File: src/rtl/count_monitor_pkg.sv
// Shared types and default widths for the counter monitor slice.
package count_monitor_pkg;

    typedef enum logic [1:0] {
        IDLE    = 2'd0,
        ACQUIRE = 2'd1,
        TRACK   = 2'd2,
        FAULT   = 2'd3
    } state_e;

    localparam int DEF_WIDTH     = 4;
    localparam int DEF_WRAP_W    = 8;
    localparam int DEF_ERRC_W    = 8;
    localparam int DEF_ERR_LIMIT = 3;

endpackage

File: src/rtl/count_monitor_sat_counter.sv
// Saturating up-counter with async reset and synchronous clear.
module sat_counter #(
    parameter int W = 8
) (
    input  logic         clk,
    input  logic         rst,
    input  logic         clr,
    input  logic         inc,
    output logic [W-1:0] count
);

    logic [W-1:0] count_r;

    // Counter state: clear has priority, increment stops at all-ones.
    always_ff @(posedge clk or posedge rst) begin
        if (rst) begin
            count_r <= '0;
        end else if (clr) begin
            count_r <= '0;
        end else if (inc && (count_r != {W{1'b1}})) begin
            count_r <= count_r + W'(1);
        end else begin
            count_r <= count_r;
        end
    end

    assign count = count_r;

endmodule

File: src/rtl/count_monitor.sv
// Checks that sampled counter values step by +1 and latches a fault on
// repeated consecutive mismatches; also tracks wraps and total errors.
module count_monitor
    import count_monitor_pkg::*;
#(
    parameter int WIDTH     = DEF_WIDTH,
    parameter int WRAP_W    = DEF_WRAP_W,
    parameter int ERRC_W    = DEF_ERRC_W,
    parameter int ERR_LIMIT = DEF_ERR_LIMIT
) (
    input  logic              clk,
    input  logic              rst,
    input  logic              en,
    input  logic [WIDTH-1:0]  q_in,
    input  logic              clr_err,
    output logic              locked,
    output logic              err,
    output logic              fault,
    output logic [WRAP_W-1:0] wraps,
    output logic [ERRC_W-1:0] err_total,
    output logic [1:0]        state
);

    state_e            state_r, state_nxt_s;
    logic [WIDTH-1:0]  prev_r;
    logic [3:0]        err_run_r;
    logic              locked_r, err_r, fault_r;
    logic              prev_ld_s, wrap_inc_s, err_inc_s, run_clr_s;
    logic              locked_nxt_s, fault_nxt_s;
    logic              match_s, prev_ones_s, at_limit_s;

    assign match_s     = (q_in == (prev_r + WIDTH'(1)));
    assign prev_ones_s = (prev_r == {WIDTH{1'b1}});
    assign at_limit_s  = (({1'b0, err_run_r} + 5'd1) == 5'(ERR_LIMIT));

    // State register.
    always_ff @(posedge clk or posedge rst) begin
        if (rst) begin
            state_r <= IDLE;
        end else begin
            state_r <= state_nxt_s;
        end
    end

    // Next-state and datapath strobes; clr_err drops any same-edge sample.
    always_comb begin
        state_nxt_s = state_r;
        prev_ld_s   = 1'b0;
        wrap_inc_s  = 1'b0;
        err_inc_s   = 1'b0;
        run_clr_s   = 1'b0;
        if (clr_err) begin
            state_nxt_s = IDLE;
        end else if (en) begin
            case (state_r)
                IDLE: begin
                    prev_ld_s   = 1'b1;
                    state_nxt_s = ACQUIRE;
                end
                ACQUIRE: begin
                    prev_ld_s = 1'b1;
                    if (match_s) begin
                        state_nxt_s = TRACK;
                        wrap_inc_s  = prev_ones_s;
                    end else begin
                        state_nxt_s = ACQUIRE;
                    end
                end
                TRACK: begin
                    prev_ld_s = 1'b1;
                    if (match_s) begin
                        wrap_inc_s = prev_ones_s;
                        run_clr_s  = 1'b1;
                    end else begin
                        err_inc_s = 1'b1;
                        if (at_limit_s) begin
                            state_nxt_s = FAULT;
                        end else begin
                            state_nxt_s = TRACK;
                        end
                    end
                end
                FAULT: begin
                    state_nxt_s = FAULT;
                end
                default: begin
                    state_nxt_s = IDLE;
                end
            endcase
        end else begin
            state_nxt_s = state_r;
        end
    end

    // Output decode from the next state, registered below.
    always_comb begin
        locked_nxt_s = (state_nxt_s == TRACK);
        fault_nxt_s  = (state_nxt_s == FAULT);
    end

    // Registered outputs, last sample and consecutive-error run.
    always_ff @(posedge clk or posedge rst) begin
        if (rst) begin
            prev_r    <= '0;
            err_run_r <= 4'd0;
            locked_r  <= 1'b0;
            err_r     <= 1'b0;
            fault_r   <= 1'b0;
        end else begin
            locked_r <= locked_nxt_s;
            fault_r  <= fault_nxt_s;
            err_r    <= err_inc_s;
            if (prev_ld_s) begin
                prev_r <= q_in;
            end else begin
                prev_r <= prev_r;
            end
            if (clr_err || run_clr_s) begin
                err_run_r <= 4'd0;
            end else if (err_inc_s) begin
                err_run_r <= err_run_r + 4'd1;
            end else begin
                err_run_r <= err_run_r;
            end
        end
    end

    sat_counter #(.W(WRAP_W)) u_wraps (
        .clk   (clk),
        .rst   (rst),
        .clr   (clr_err),
        .inc   (wrap_inc_s),
        .count (wraps)
    );

    sat_counter #(.W(ERRC_W)) u_err_total (
        .clk   (clk),
        .rst   (rst),
        .clr   (clr_err),
        .inc   (err_inc_s),
        .count (err_total)
    );

    assign locked = locked_r;
    assign err    = err_r;
    assign fault  = fault_r;
    assign state  = state_r;

endmodule

File: config.mk
export PLATFORM = sky130hd
export DESIGN_NAME = count_monitor
export DESIGN_NICKNAME = d
export VERILOG_FILES = /design/src/rtl/count_monitor_pkg.sv /design/src/rtl/count_monitor_sat_counter.sv /design/src/rtl/count_monitor.sv
export SDC_FILE = /design/constraint.sdc
export NUM_CORES = 1
export LEC_CHECK = 0
export BUFFER_PORTS_ARGS = -buffer_cell sky130_fd_sc_hd__buf_2
export CORE_MARGIN = 2
export CORE_UTILIZATION = 60
export CTS_BUF_LIST = sky130_fd_sc_hd__clkbuf_16
export CTS_CLUSTER_DIAMETER = 150
export DETAILED_ROUTE_END_ITERATION = 6
export PLACE_DENSITY = 0.84
export SYNTH_ARGS = -nofsm -noshare
export SYNTH_HDL_FRONTEND = slang
export SYNTH_HIERARCHICAL = 1
export SYNTH_SLANG_ARGS = --single-unit
File: constraint.sdc
create_clock -name clk -period 5.8 [get_ports clk]
set_input_delay 0 -clock clk [delete_from_list [all_inputs] [get_ports clk]]
set_output_delay 0 -clock clk [all_outputs]
set_load 0.01 [all_outputs]
=== Word level (Yosys, flattened, before mapping) ===
Index checks and enable logic that the tools add are counted.

* Flip-flop bits (word level): 29
* Bits of input ports: 8
* Output and inout port bits: 21
* Logic and storage cells: 59

* Add/sub/neg operators: 5
* Equal/unequal tests: 10
* Mux-type cells: 27
* Reduce and logical (&&, ||, !) cells: 9

{| class="wikitable"
|+ Operator list
! kind !! number
|-
| $mux 8 || 4
|-
| $add 8x1->8 const B || 2
|-
| $mux 1 || 16
|-
| $ne 8x8->1 const B || 2
|-
| $add 4x1->4 const B || 2
|-
| $eq 2x2->1 const B || 4
|-
| $mux 2 || 4
|-
| $mux 4 || 2
|-
| $pmux 2 s4 || 1
|-
| $reduce_bool 2->1 || 3
|-
| $add 4x1->5 const B || 1
|-
| $eq 5x2->1 const B || 1
|-
| $eq 4x4->1 || 1
|-
| $eq 4x4->1 const B || 1
|-
| $reduce_or 3->1 || 1
|-
| $eq 2x1->1 const B || 1
|-
| $logic_and 1x1->1 || 2
|-
| $logic_not 2->1 || 1
|-
| $reduce_or 2->1 || 1
|-
| $logic_or 1x1->1 || 1
|}

=== Logic depth before layout (Yosys ltp) ===
* Depth in word-level cells: 9
* Mapped depth: 8
* Depth with buffers taken out: 8

=== Cells and area by module ===
Netlist, hierarchy kept.

{| class="wikitable"
|+ By module, submodules not included
! module !! times used !! cells an instance !! area an instance (µm²)
|-
| sat_counter || 2 || 49 || 504.2
|-
| count_monitor || 1 || 80 || 805.8
|}

=== Worst setup path after synthesis ===
Ideal clock, no wire load.

* Path kind: register to register
* From: reg prev_r[0]
* To: reg u_wraps.count_r[5], in the netlist u_wraps/count[5]
* Setup time: 125 ps
* Data arrival time: 2409 ps
* Required time: 5675 ps
* Slack: 3266 ps
* Cell stages (with the launch flop): 9
* Buffers on the path: 0
* Period minus slack after synthesis: 2534 ps
* Cells stage by stage: dfrtp_1 > ha_1 > xnor2_1 > nand3_2 > or2_2 > nor3_1 > nand4_1 > a211oi_2 > mux2_4

* Longest elaborated chain between the ends: 8
* Elaborated cells between the ends (all ways): 9
* Classes of those cells: 1 x add/sub; 2 x eq/ne; 4 x mux; 2 x reduce/logical

{| class="wikitable"
|+ Ends and longest elaborated chain
! what !! RTL line !! RTL
|-
| start: declaration || count_monitor.sv:25 || <nowiki>logic [WIDTH-1:0] prev_r;</nowiki>
|-
| start signal: assignment || count_monitor.sv:114 || <nowiki>prev_r <= q_in;</nowiki>
|-
| start signal: assignment || count_monitor.sv:116 || <nowiki>prev_r <= prev_r;</nowiki>
|-
| $add 4x1->4 || count_monitor.sv:32 || <nowiki>assign match_s = (q_in == (prev_r + WIDTH'(1)));</nowiki>
|-
| $eq 4x4->1 || count_monitor.sv:32 ||
|-
| $mux 1 (*) || count_monitor.sv:62, count_monitor.sv:71 ||
|-
| $mux 1 (*) || -- ||
|-
| $mux 1 (*) || count_monitor.sv:54 || <nowiki>end else if (en) begin</nowiki>
|-
| $mux 1 (*) || count_monitor.sv:52 || <nowiki>if (clr_err) begin</nowiki>
|-
| net wrap_inc_s || count_monitor.sv:28 || <nowiki>logic prev_ld_s, wrap_inc_s, err_inc_s, run_clr_s;</nowiki>
|-
| $logic_and 1x1->1 (*) || count_monitor_sat_counter.sv:20 || <nowiki>end else if (inc && (count_r != {W{1'b1}})) begin</nowiki>
|-
| $reduce_bool 2->1 (no source line) (*) || -- ||
|-
| end signal: assignment || count_monitor_sat_counter.sv:21 || <nowiki>count_r <= count_r + W'(1);</nowiki>
|-
| end signal: assignment || count_monitor_sat_counter.sv:23 || <nowiki>count_r <= count_r;</nowiki>
|-
| end: declaration || count_monitor_sat_counter.sv:12 || <nowiki>logic [W-1:0] count_r;</nowiki>
|}

Mark *: on every way through the listed nets, which the timed path passes. The rest lies on a longest branch.
A chain may end at the register's enable or synchronous reset.

=== Worst setup path after layout ===
Same ends and word-level chain as after synthesis.

==> flow_metrics.env <==
export IMPL_cp_arrival_ps=2980
export IMPL_die_w_um=58.99
export IMPL_switching_share=0.2499
export IMPL_cp_slowest_stage_delay_ps=440
export IMPL_viasPerCell=6.020
export IMPL_syn_num_nets=196
export IMPL_worstPathRequired_ps=5960
export IMPL_cap_violations=0
export IMPL_clockBufferDepth=2
export IMPL_finalWorstSetupSlack_ps=2979
export IMPL_die_h_um=58.99
export IMPL_row_count=19
export IMPL_worst_pin_slew_ps=729.9
export IMPL_htree_levels=2
export IMPL_p_sw_mw=0.1317
export IMPL_status="complete, but fails checks"
export IMPL_grt_pass1_wl_um=6541
export IMPL_ff2ff_path_depth=8
export IMPL_antenna_cells=0
export IMPL_synth_seq_cells=29
export IMPL_clk_pin_slew_ps=50
export IMPL_synth_xor_area_share=0.03172
export IMPL_synth_simple_area_share=0.2214
export IMPL_cts_tree="yes"
export IMPL_netlist_area_mm2=0.001814
export IMPL_synth_top_family_by_area="simple AND/OR/NAND/NOR gates"
export IMPL_cpMaxStageDelayCell="nor3_1"
export IMPL_grtUsageTotal=0.2555
export IMPL_hp_start="q_in[3]"
export IMPL_first_global_vias=1457
export IMPL_layout_area_seq_um2=725.7
export IMPL_power_frac_clock=0.451
export IMPL_path_cells="ha_1 > xnor2_1 > nand3_2 > or2_2 > nor3_1 > nand4_1 > a211oi_2 > mux2_4"
export IMPL_gp_congestion=0.9072
export IMPL_r2r_end="u_wraps/count[5]"
export IMPL_layout_nets=231
export IMPL_internal_power_mw=0.3955
export IMPL_insertion_delay_ps=270
export IMPL_drive_gt1_frac=0.2804
export IMPL_pwr_share_comb=0.131
export IMPL_period_share=0.4864
export IMPL_ir_drop_mv=0.2097
export IMPL_setup_viol=0
export IMPL_gr_total_overflow=0
export IMPL_powerDensity_mw_per_mm2=246.3
export IMPL_post_cts_setup_buffers=0
export IMPL_wl_um=3752
export IMPL_violations="design-rule violations"
export IMPL_period_minus_slack_ps=2821
export IMPL_cp_end_kind="register"
export IMPL_whs_path_depth=2
export IMPL_start_util=0.6467
export IMPL_drt_iter0_drc=61
export IMPL_r2r_start="prev_r[0]"
export IMPL_dp_worst_setup_slack_ps=3020
export IMPL_fmax_mhz=354.5
export IMPL_synthCells=178
export IMPL_syn2layout_area_growth_pct=18.00
export IMPL_p_leak_nw=1.044
export IMPL_synth_compound_area_frac=0.1386
export IMPL_rsz0062_at_grt="no"
export IMPL_worstSetupStartpointType="register"
export IMPL_multiInputGateArea_mm2=0.001021
export IMPL_firstDrtPassIters=6
export IMPL_fin_util=0.7632
export IMPL_synth_seq_area_share=0.4000
export IMPL_finalClockSkew_ps=4.737
export IMPL_grt_antenna_before_repair=0
export IMPL_ys_types=44
export IMPL_setup_worst_path_class="register to register"
export IMPL_core_area_mm2=0.002805
export IMPL_port_buffers=28
export IMPL_dp_hpwl_um=2617
export IMPL_clock_sinks=29
export IMPL_hold_ws_ps=3.624
export IMPL_fillCellCount=193
export IMPL_synthMuxAreaShare=0.1021
export IMPL_vias=1475
export IMPL_synth_fa_ha_area_frac=0.06897
export IMPL_finalHoldViolCount=0
export IMPL_grt_max_degree=29
export IMPL_die_area_mm2=0.003480
export IMPL_hp_class="input port to register"
export IMPL_numCtsBuffers=5
export IMPL_fin_setup_tns_ps=0
export IMPL_num_io_pins=29
export IMPL_root_buffer="clkbuf_16"
export IMPL_antenna_left=0
export IMPL_crit_fanout=5
export IMPL_syn_area_per_cell_um2=10.19
export IMPL_yosys_warnings=6
export IMPL_slew_viol_final=0
export IMPL_holdPathEnd="prev_r[3]"
export IMPL_seq_power_share=0.418
export IMPL_r2r_slack_ps=2980
export IMPL_slew_headroom=0.5123
export IMPL_drc_errors=1
export IMPL_wl_per_cell_um=15.31
[metrics by stage]
stage | cell area, µm² | cells | total power, mW
floorplan | 1814 | 178 | 0.2698
global placement | 1963 | 233 | 0.2855
detailed placement | 1963 | 233 | 0.2895
CTS | 2141 | 245 | 0.5317
global route | 2141 | 245 | 0.5516
finish | 2141 | 245 | 0.5272
[power by group through the flow]
stage / registers [mW] / logic, mW / clock network [mW]
final: 0.220 / 0.0691 / 0.238
after global routing: 0.221 / 0.0771 / 0.253
after CTS: 0.220 / 0.0692 / 0.243
after detailed placement: 0.223 / 0.0669 / 0
after global placement: 0.221 / 0.0641 / 0
after floorplan: 0.222 / 0.0479 / 0
[worst max-delay path, delay by kind of cell (launching register included)]
family          cells  cell delay, ps
fa+ha+maj           1             320
flops               1             420
xor+xnor            1             200
mux                 1             320
compound gates      1             290
simple gates        4            1160
[how the worst max path moves through the flow]
stage	cells after the start	startpoint	end
2_1_floorplan	8	prev_r[0]	u_wraps/count[5]
3_3_place_gp	8	prev_r[0]	u_wraps/count[5]
3_5_place_dp	8	prev_r[0]	u_wraps/count[5]
4_1_cts	8	prev_r[0]	u_wraps/count[5]
5_1_grt	8	prev_r[0]	u_wraps/count[5]
6_report	8	prev_r[0]	u_wraps/count[5]
[cell usage after synthesis (all sizes together)]
cell | count | area share
and2 | 2 | 0.0069
a21boi | 2 | 0.012
mux2i | 2 | 0.011
a21oi | 13 | 0.044
and2b | 2 | 0.0083
nor4 | 1 | 0.0035
o31a | 1 | 0.0048
o31ai | 1 | 0.0041
xnor2 | 2 | 0.0097
a2111oi | 1 | 0.0048
o311a | 2 | 0.011
or2 | 1 | 0.0035
o21bai | 2 | 0.0083
nor3b | 2 | 0.0083
nand2 | 15 | 0.031
nor3 | 3 | 0.0083
clkbuf | 2 | 0.0041
o211a | 2 | 0.011
nand4 | 5 | 0.017
a211oi | 3 | 0.018
or3 | 2 | 0.0083
xnor3 | 1 | 0.012
ha | 10 | 0.069
nor2 | 12 | 0.026
mux2 | 12 | 0.091
a31oi | 2 | 0.0069
nand3 | 8 | 0.025
buf | 2 | 0.012
and4 | 2 | 0.0097
a31o | 1 | 0.0048
nand4b | 2 | 0.0097
dfrtp | 29 | 0.40
inv | 10 | 0.021
xor2 | 2 | 0.0097
nand2b | 3 | 0.010
and3 | 2 | 0.0069
nor2b | 10 | 0.034
or4 | 1 | 0.0041
o21ai | 3 | 0.0083
[metal layers]
layer	vias to the layer above	track usage	wire length, µm
li1	705	-	-
met1	709	0.3135	1625
met2	50	0.4111	1797
met3	11	0.06987	225
met4	0	0.1331	104
met5	-	0	0
[layout make-up]
cell class	instances	share of cell area
repair buffers	32	0.08416
inverters	10	0.01753
flip-flops and latches	29	0.3390
well taps	31	0.01812
clock buffers	5	0.05845
clock inverters	3	0.005845
multi-input cells	135	0.4769
[sequential cells by signal, indices dropped and copies added (netlist names)]
signal and count:
u_wraps/count 8, err_run_r 4, u_err_total/count 8, prev_r 4, locked 1, state 2
err 1, fault 1
[placed cells by master (no fill, tap or decap), types with 3 or more instances in the layout]
cell type / netlist / final
a21oi_1: 9 / 9
a21oi_2: 4 / 4
buf_2: 0 / 28
clkbuf_16: 0 / 5
dfrtp_1: 29 / 29
dlygate4sd3_1: 0 / 4
ha_1: 10 / 10
inv_1: 10 / 10
mux2_2: 4 / 4
mux2_4: 8 / 8
nand2_1: 15 / 15
nand2b_1: 3 / 3
nand3_1: 7 / 7
nand4_1: 5 / 5
nor2_1: 11 / 11
nor2b_1: 10 / 10
nor3_1: 3 / 3
o21ai_0: 3 / 3
[kinds of logic after synthesis]
kind of cell    count (synthesis)
simple gates                   73
compound gates                 33
flops                          29
buf+inv                        14
mux                            14
fa+ha+maj                      10
xor+xnor                        5
[repair_timing]
| item | 4_1_cts | 5_1_grt |
|---|---|---|
| resized for setup | 0 | 0 |
| hold buffers | 4 | 0 |
| endpoints found under the hold margin | 32 | 0 |
(Power assumes the default switching activity.)
